### src/rtl/serial_adder_sub_if.sv
// Bundles the operation request and result signals of serial_adder_sub.
// master = requester, slave = the serial adder/subtractor.
interface serial_adder_sub_if #(
  parameter int WIDTH = 8
);
  // Handshake: start is a request that is accepted on a rising edge only
  // while the block is idle (busy=0 and done=0); sub/a/b/c_in are sampled on
  // that same edge and never again until the next accepted start. done is a
  // one-cycle valid pulse for sum/c_out/overflow, which then hold their value.
  logic             start;
  logic             sub;
  logic [WIDTH-1:0] a;
  logic [WIDTH-1:0] b;
  logic             c_in;
  logic             busy;
  logic             done;
  logic [WIDTH-1:0] sum;
  logic             c_out;
  logic             overflow;

  modport master (
    output start, sub, a, b, c_in,
    input  busy, done, sum, c_out, overflow
  );

  modport slave (
    input  start, sub, a, b, c_in,
    output busy, done, sum, c_out, overflow
  );
endinterface

### src/rtl/serial_adder_sub.sv
// Bit-serial add/subtract: one full-add per clock, LSB first, result published
// in a single update when the last bit is done.
module serial_adder_sub #(
  parameter int WIDTH = 8
) (
  input  logic                clk,
  input  logic                rst_n,
  serial_adder_sub_if.slave   bus,
  output logic [1:0]          dbg_state
);

  localparam logic [1:0] IDLE = 2'd0;
  localparam logic [1:0] RUN  = 2'd1;
  localparam logic [1:0] DONE = 2'd2;

  localparam int CW = (WIDTH > 1) ? $clog2(WIDTH) : 1;
  localparam logic [CW-1:0] LAST = CW'(WIDTH - 1);

  logic [1:0]       state;
  logic [WIDTH-1:0] a_sh;
  logic [WIDTH-1:0] b_sh;
  logic [WIDTH-1:0] res_sh;
  logic [WIDTH-1:0] res_nxt;
  logic             carry;
  logic             bit_s;
  logic             bit_c;
  logic [CW-1:0]    cnt;

  assign dbg_state = state;

  always_comb begin
    bit_s   = a_sh[0] ^ b_sh[0] ^ carry;
    bit_c   = (a_sh[0] & b_sh[0]) | (a_sh[0] & carry) | (b_sh[0] & carry);
    // Partial result shifts in from the top so the MSB lands last.
    res_nxt = res_sh >> 1;
    res_nxt[WIDTH-1] = bit_s;
  end

  always_ff @(posedge clk) begin
    if (!rst_n) begin
      state        <= IDLE;
      a_sh         <= '0;
      b_sh         <= '0;
      res_sh       <= '0;
      carry        <= 1'b0;
      cnt          <= '0;
      bus.busy     <= 1'b0;
      bus.done     <= 1'b0;
      bus.sum      <= '0;
      bus.c_out    <= 1'b0;
      bus.overflow <= 1'b0;
    end else begin
      case (state)
        IDLE: begin
          if (bus.start) begin
            // Subtract is a + ~b + ~c_in, i.e. a - b - c_in.
            a_sh     <= bus.a;
            b_sh     <= bus.sub ? ~bus.b : bus.b;
            carry    <= bus.c_in ^ bus.sub;
            res_sh   <= '0;
            cnt      <= '0;
            bus.busy <= 1'b1;
            state    <= RUN;
          end
        end
        RUN: begin
          a_sh   <= a_sh >> 1;
          b_sh   <= b_sh >> 1;
          carry  <= bit_c;
          res_sh <= res_nxt;
          cnt    <= cnt + CW'(1);
          if (cnt == LAST) begin
            // carry still holds the carry into the MSB on this edge.
            bus.sum      <= res_nxt;
            bus.c_out    <= bit_c;
            bus.overflow <= carry ^ bit_c;
            bus.busy     <= 1'b0;
            bus.done     <= 1'b1;
            state        <= DONE;
          end
        end
        DONE: begin
          bus.done <= 1'b0;
          state    <= IDLE;
        end
        default: begin
          bus.busy <= 1'b0;
          bus.done <= 1'b0;
          state    <= IDLE;
        end
      endcase
    end
  end

endmodule

### src/flat_wrapper.sv
// flat-port wrapper written by rule: the top's interface ports become plain ports
module serial_adder_sub_flat 
#(
  parameter int WIDTH = 8
)
  (clk, rst_n, dbg_state, bus_start, bus_sub, bus_a, bus_b, bus_c_in, bus_busy, bus_done, bus_sum, bus_c_out, bus_overflow);
  serial_adder_sub_if #(.WIDTH(WIDTH)) bus_i ();
  input  logic clk;
  input  logic rst_n;
  output logic [1:0] dbg_state;
  input wire logic [$bits(bus_i.start)-1:0] bus_start;
  input wire logic [$bits(bus_i.sub)-1:0] bus_sub;
  input wire logic [$bits(bus_i.a)-1:0] bus_a;
  input wire logic [$bits(bus_i.b)-1:0] bus_b;
  input wire logic [$bits(bus_i.c_in)-1:0] bus_c_in;
  output wire logic [$bits(bus_i.busy)-1:0] bus_busy;
  output wire logic [$bits(bus_i.done)-1:0] bus_done;
  output wire logic [$bits(bus_i.sum)-1:0] bus_sum;
  output wire logic [$bits(bus_i.c_out)-1:0] bus_c_out;
  output wire logic [$bits(bus_i.overflow)-1:0] bus_overflow;
  assign bus_i.start = bus_start;
  assign bus_i.sub = bus_sub;
  assign bus_i.a = bus_a;
  assign bus_i.b = bus_b;
  assign bus_i.c_in = bus_c_in;
  assign bus_busy = bus_i.busy;
  assign bus_done = bus_i.done;
  assign bus_sum = bus_i.sum;
  assign bus_c_out = bus_i.c_out;
  assign bus_overflow = bus_i.overflow;
  serial_adder_sub #(.WIDTH(WIDTH)) u_core (.clk(clk), .rst_n(rst_n), .bus(bus_i), .dbg_state(dbg_state));
endmodule
### config.mk
export PLATFORM = sky130hd
export DESIGN_NAME = serial_adder_sub_flat
export DESIGN_NICKNAME = d
export VERILOG_FILES = /design/src/rtl/serial_adder_sub_if.sv /design/src/rtl/serial_adder_sub.sv /design/src/flat_wrapper.sv
export SDC_FILE = /design/constraint.sdc
export NUM_CORES = 1
export LEC_CHECK = 0
export ABC_AREA = 1
export ABC_CLOCK_PERIOD_IN_PS = 1300
export CAP_MARGIN = 20
export CORE_MARGIN = 10
export CORE_UTILIZATION = 33
export CTS_CLUSTER_SIZE = 28
export DETAILED_ROUTE_END_ITERATION = 16
export DONT_BUFFER_PORTS = 1
export PLACE_DENSITY_LB_ADDON = 0.1
export REMOVE_ABC_BUFFERS = 1
export SYNTH_ARGS = -nofsm -noshare
export SYNTH_HDL_FRONTEND = slang
export SYNTH_SLANG_ARGS = --single-unit
### constraint.sdc
create_clock -name clk -period 1.3 [get_ports clk]
set_input_delay 0.195 -clock clk [delete_from_list [all_inputs] [get_ports clk]]
set_output_delay 0.195 -clock clk [all_outputs]
set_load 0.02 [all_outputs]
==> run summary <==
The flow ran to the end, and the final reports show no timing, DRC or antenna violations. The netlist area before placement is 0.00188 sq mm. The routability congestion estimate from global placement came out at 0.760. By area the synthesized netlist is led by dfxtp_1, nand2_1, nand3_1, nor2_1, inv_1. The startpoint identified for the worst register-to-register timing path is u_core.cnt[0].

The first-pass GRT wire length is 7.47 mm. The count of cell types in the netlist is 22. The area overhead of the layout relative to synthesis came out at 13.4%.

The cell at the slowest stage of the critical path is dfxtp_2. The global-route total usage across every layer came out at between 10% and 20%. The detailed placement HPWL came out at 3.08 mm. The dominant cell by count in the synthesized netlist is nand2_1. The die is 95.4 um wide. The data arrival at the endpoint of the critical path came out at around 1.5 ns. The total power per unit cell area came out at between 1000 and 1500 mW/mm^2. Measured against its own limit, the worst slew margin works out to between 60% and 70%. The final layout contains between 300 and 400 nets. The effective utilization at floorplan is 34.1%. The worst min-delay path class is in -> reg. In the synthesized netlist the async set-or-reset flop fraction comes to 0%.

The worst hold path depth is 2. The end-of-flow core utilization came out at 38.7%. In the final layout, the share of cells above drive strength 1 is 12.8%. In this run the clock root is driven by a clkbuf_8.

The source-to-sink clock delay at the later pin of the worst-skew pair came out at 0.30 ns. Across all register-to-register paths, the minimum setup slack is 0.07 ns. The worst clock skew came out at a little over 0.008 ns. The total die area came out at 0.00911 sq mm. The number of global-route vias before repair came out at around 1.6k.

The core outline area is 0.00551 sq mm. The type of the setup path with the least slack is reg -> reg. At the pin with the least slew margin, the transition time is ~0.47 ns. The number of max-cap violations is 0. The biggest area consumer among synthesized cells is dfxtp_1. The instance count of the mapped netlist came out at 271. In the finished design, the share of the clock period the worst path needs comes to a little over nine tenths. The via density per instance came out at 4.56. The clock transition at the registers of the reported paths is 0.08 ns.

The flip-flop and latch count after synthesis came out at 41. The antenna diode count came out at 0. The count of buffers inserted at the top-level ports is 0. The initial antenna violation count was 0. The number of enable flip-flop cells after synthesis is 0. The pin count of the biggest net entering global routing came out at 27. For this run, the slowest stage of the critical path takes approximately 0.34 ns. Sequential cells were found to cover 43.7% of the synthesized design area. The time the final worst path needs with I/O delays and setup came out at 1.23 ns. The count of warnings emitted by yosys came out at 0. The endpoint identified for the worst register-to-register timing path is u_core.bus.sum[5]. The highest fanout seen on the critical path is 4.

The sort of element at the end of the critical path is a flop. The leakage dissipation came out at 1.01 nW. The number of pins with negative max-slew slack in the final report was 0. The maximum vdd drop came out at 554 uV. The number of cells traversed by the worst register-to-register path came out at 8. The H-tree depth came out at 2. The number of placement rows is 27. In the routed design, unresolved DRC markers number 0. The TritonCTS clock tree is built. The critical path data required time is 1.54 ns. For this design the top-level I/O count stands at 35. The final cell count without fillers is 353.

Walking the worst path, the cells encountered are ha_2, ha_2, inv_2, nor2_4, nand2_4, clkinvlp_4, nand2_1, nand2_1. The most used flip-flop cell after synthesis is dfxtp_1. The routed layout has about 1.6k vias. The maximum operating frequency is between 0.8 and 0.9 GHz. The overall die height came out at ~95 um.

The TritonCTS buffer count came out at 5. The worst path buffer plus inverter count is 2. The average wire per standard cell came out at ~13 um. The number of failing setup endpoints in the final timing report is 0. The kind of cell adding the most delay to the critical path is simple AND/OR/NAND/NOR gates.

The terminating pin of the worst hold path is u_core.cnt[0]. The final hold violation count was 0. STA classifies the critical path startpoint as a flop. The total wire length after detailed routing came out at 4.55 mm.

A synthesized cell averages 6.93 sq um. The maximum buffer depth of the clock tree is 2. The share of the synthesized area in the top cell type is between 40 and 50%. Counting instances in the post-synthesis netlist gives the leading cell types as nand2_1, nor2_1, dfxtp_1. The count of TritonRoute iterations in the first routing pass is 5.

The total clock sinks is 41. The post-route antenna net violation count is 0. The count of routing violations after the opening detailed-route iteration is 65. The aggregate global routing overflow came out at 0. The number of cells after detailed placement is 340.

The source of the worst hold timing path is rst_n.
==> cell families after synthesis <==
family	synth area share, %
AO/OA/AOI/OAI	4.66
AND/OR/NAND/NOR	38.9
buffers and inverters	9.39
adder cells (fa/ha/maj)	2.40
flip-flops	43.7
XOR/XNOR	0.933
==> metrics by stage <==
step           TNS, ns  hold slack (ns)  power, mW  setup slack [ns]  cell area (sq um)
2_1_floorplan    -1.29            0.293       1.55            -0.179               1790
3_3_place_gp         0            0.299       1.64            0.0499               1940
3_5_place_dp         0            0.304       1.64            0.0303               1940
4_1_cts              0          0.00433       2.72            0.0117               2070
5_1_grt        -0.0435           0.0154       2.82           -0.0139               2130
6_report             0           0.0295       2.69            0.0695               2130
==> per-layer routing <==
layer | up-vias | GRT usage [%] | wire length (um)
met5 | - | 0 | 0
met4 | 0 | 2.21 | 36
met3 | 4 | 5.26 | 402
met2 | 30 | 16.6 | 2000
met1 | 712 | 12.1 | 2110
li1 | 864 | - | -
==> power breakdown <==
group | total, mW | internal (mW) | leakage, nW | switching [mW]
combinational | 0.278 | 0.106 | 0.614 | 0.172
sequential | 1.34 | 1.30 | 0.335 | 0.0370
clock | 1.07 | 0.626 | 0.0585 | 0.444
==> worst max path at each step <==
stage                        start             endpoint  slack [ns]  cells after the start
4_1_cts              u_core.cnt[0]    u_core.bus.sum[1]        0.01                      8
3_3_place_gp          u_core.carry  u_core.bus.overflow        0.05                      4
3_5_place_dp         u_core.cnt[0]    u_core.bus.sum[4]        0.03                      8
5_1_grt              u_core.cnt[0]    u_core.bus.sum[5]       -0.01                      8
2_1_floorplan  u_core.dbg_state[1]       u_core.a_sh[0]       -0.18                      6
6_report             u_core.cnt[0]    u_core.bus.sum[5]        0.07                      8
==> cell type report <==
class	count	area (sq um)
Fill cell	614	3380
Multi-Input combinational cell	196	902
Sequential cell	41	825
Inverter	23	96.3
Timing Repair Buffer	12	92.6
Tap cell	72	90.1
Clock buffer	7	86.3
Clock inverter	1	30.0
Timing Repair inverter	1	7.51
==> cell usage in the layout, fill, tap and decap left out, types with 2 or more instances in the layout <==
cell,netlist,layout
inv_1,18,17
nor2_1,44,44
xor2_1,2,2
nand2_1,85,85
o21ai_0,3,3
inv_2,4,3
dfxtp_1,41,38
dfxtp_2,0,3
nor2_4,2,2
a21oi_1,13,13
ha_2,0,2
nand3_1,39,39
inv_4,0,2
buf_4,2,11
clkbuf_8,0,6
==> flip-flops by register name (all words and copies together), names as in the netlist <==
name and count:
u_core.bus.done 1, u_core.bus.overflow 1, u_core.bus.c_out 1, u_core.a_sh 8, u_core.bus.busy 1, u_core.cnt 3, u_core.b_sh 8, u_core.dbg_state 2
u_core.res_sh 7, u_core.carry 1, u_core.bus.sum 8
==> repair_timing <==
item	CTS	global route
hold endpoints to repair	2	0
hold buffers	1	0
setup buffers	0	3
endpoints found under the setup margin	0	14
resized for setup	0	11
Note: power is estimated with default switching activity, not from simulation.
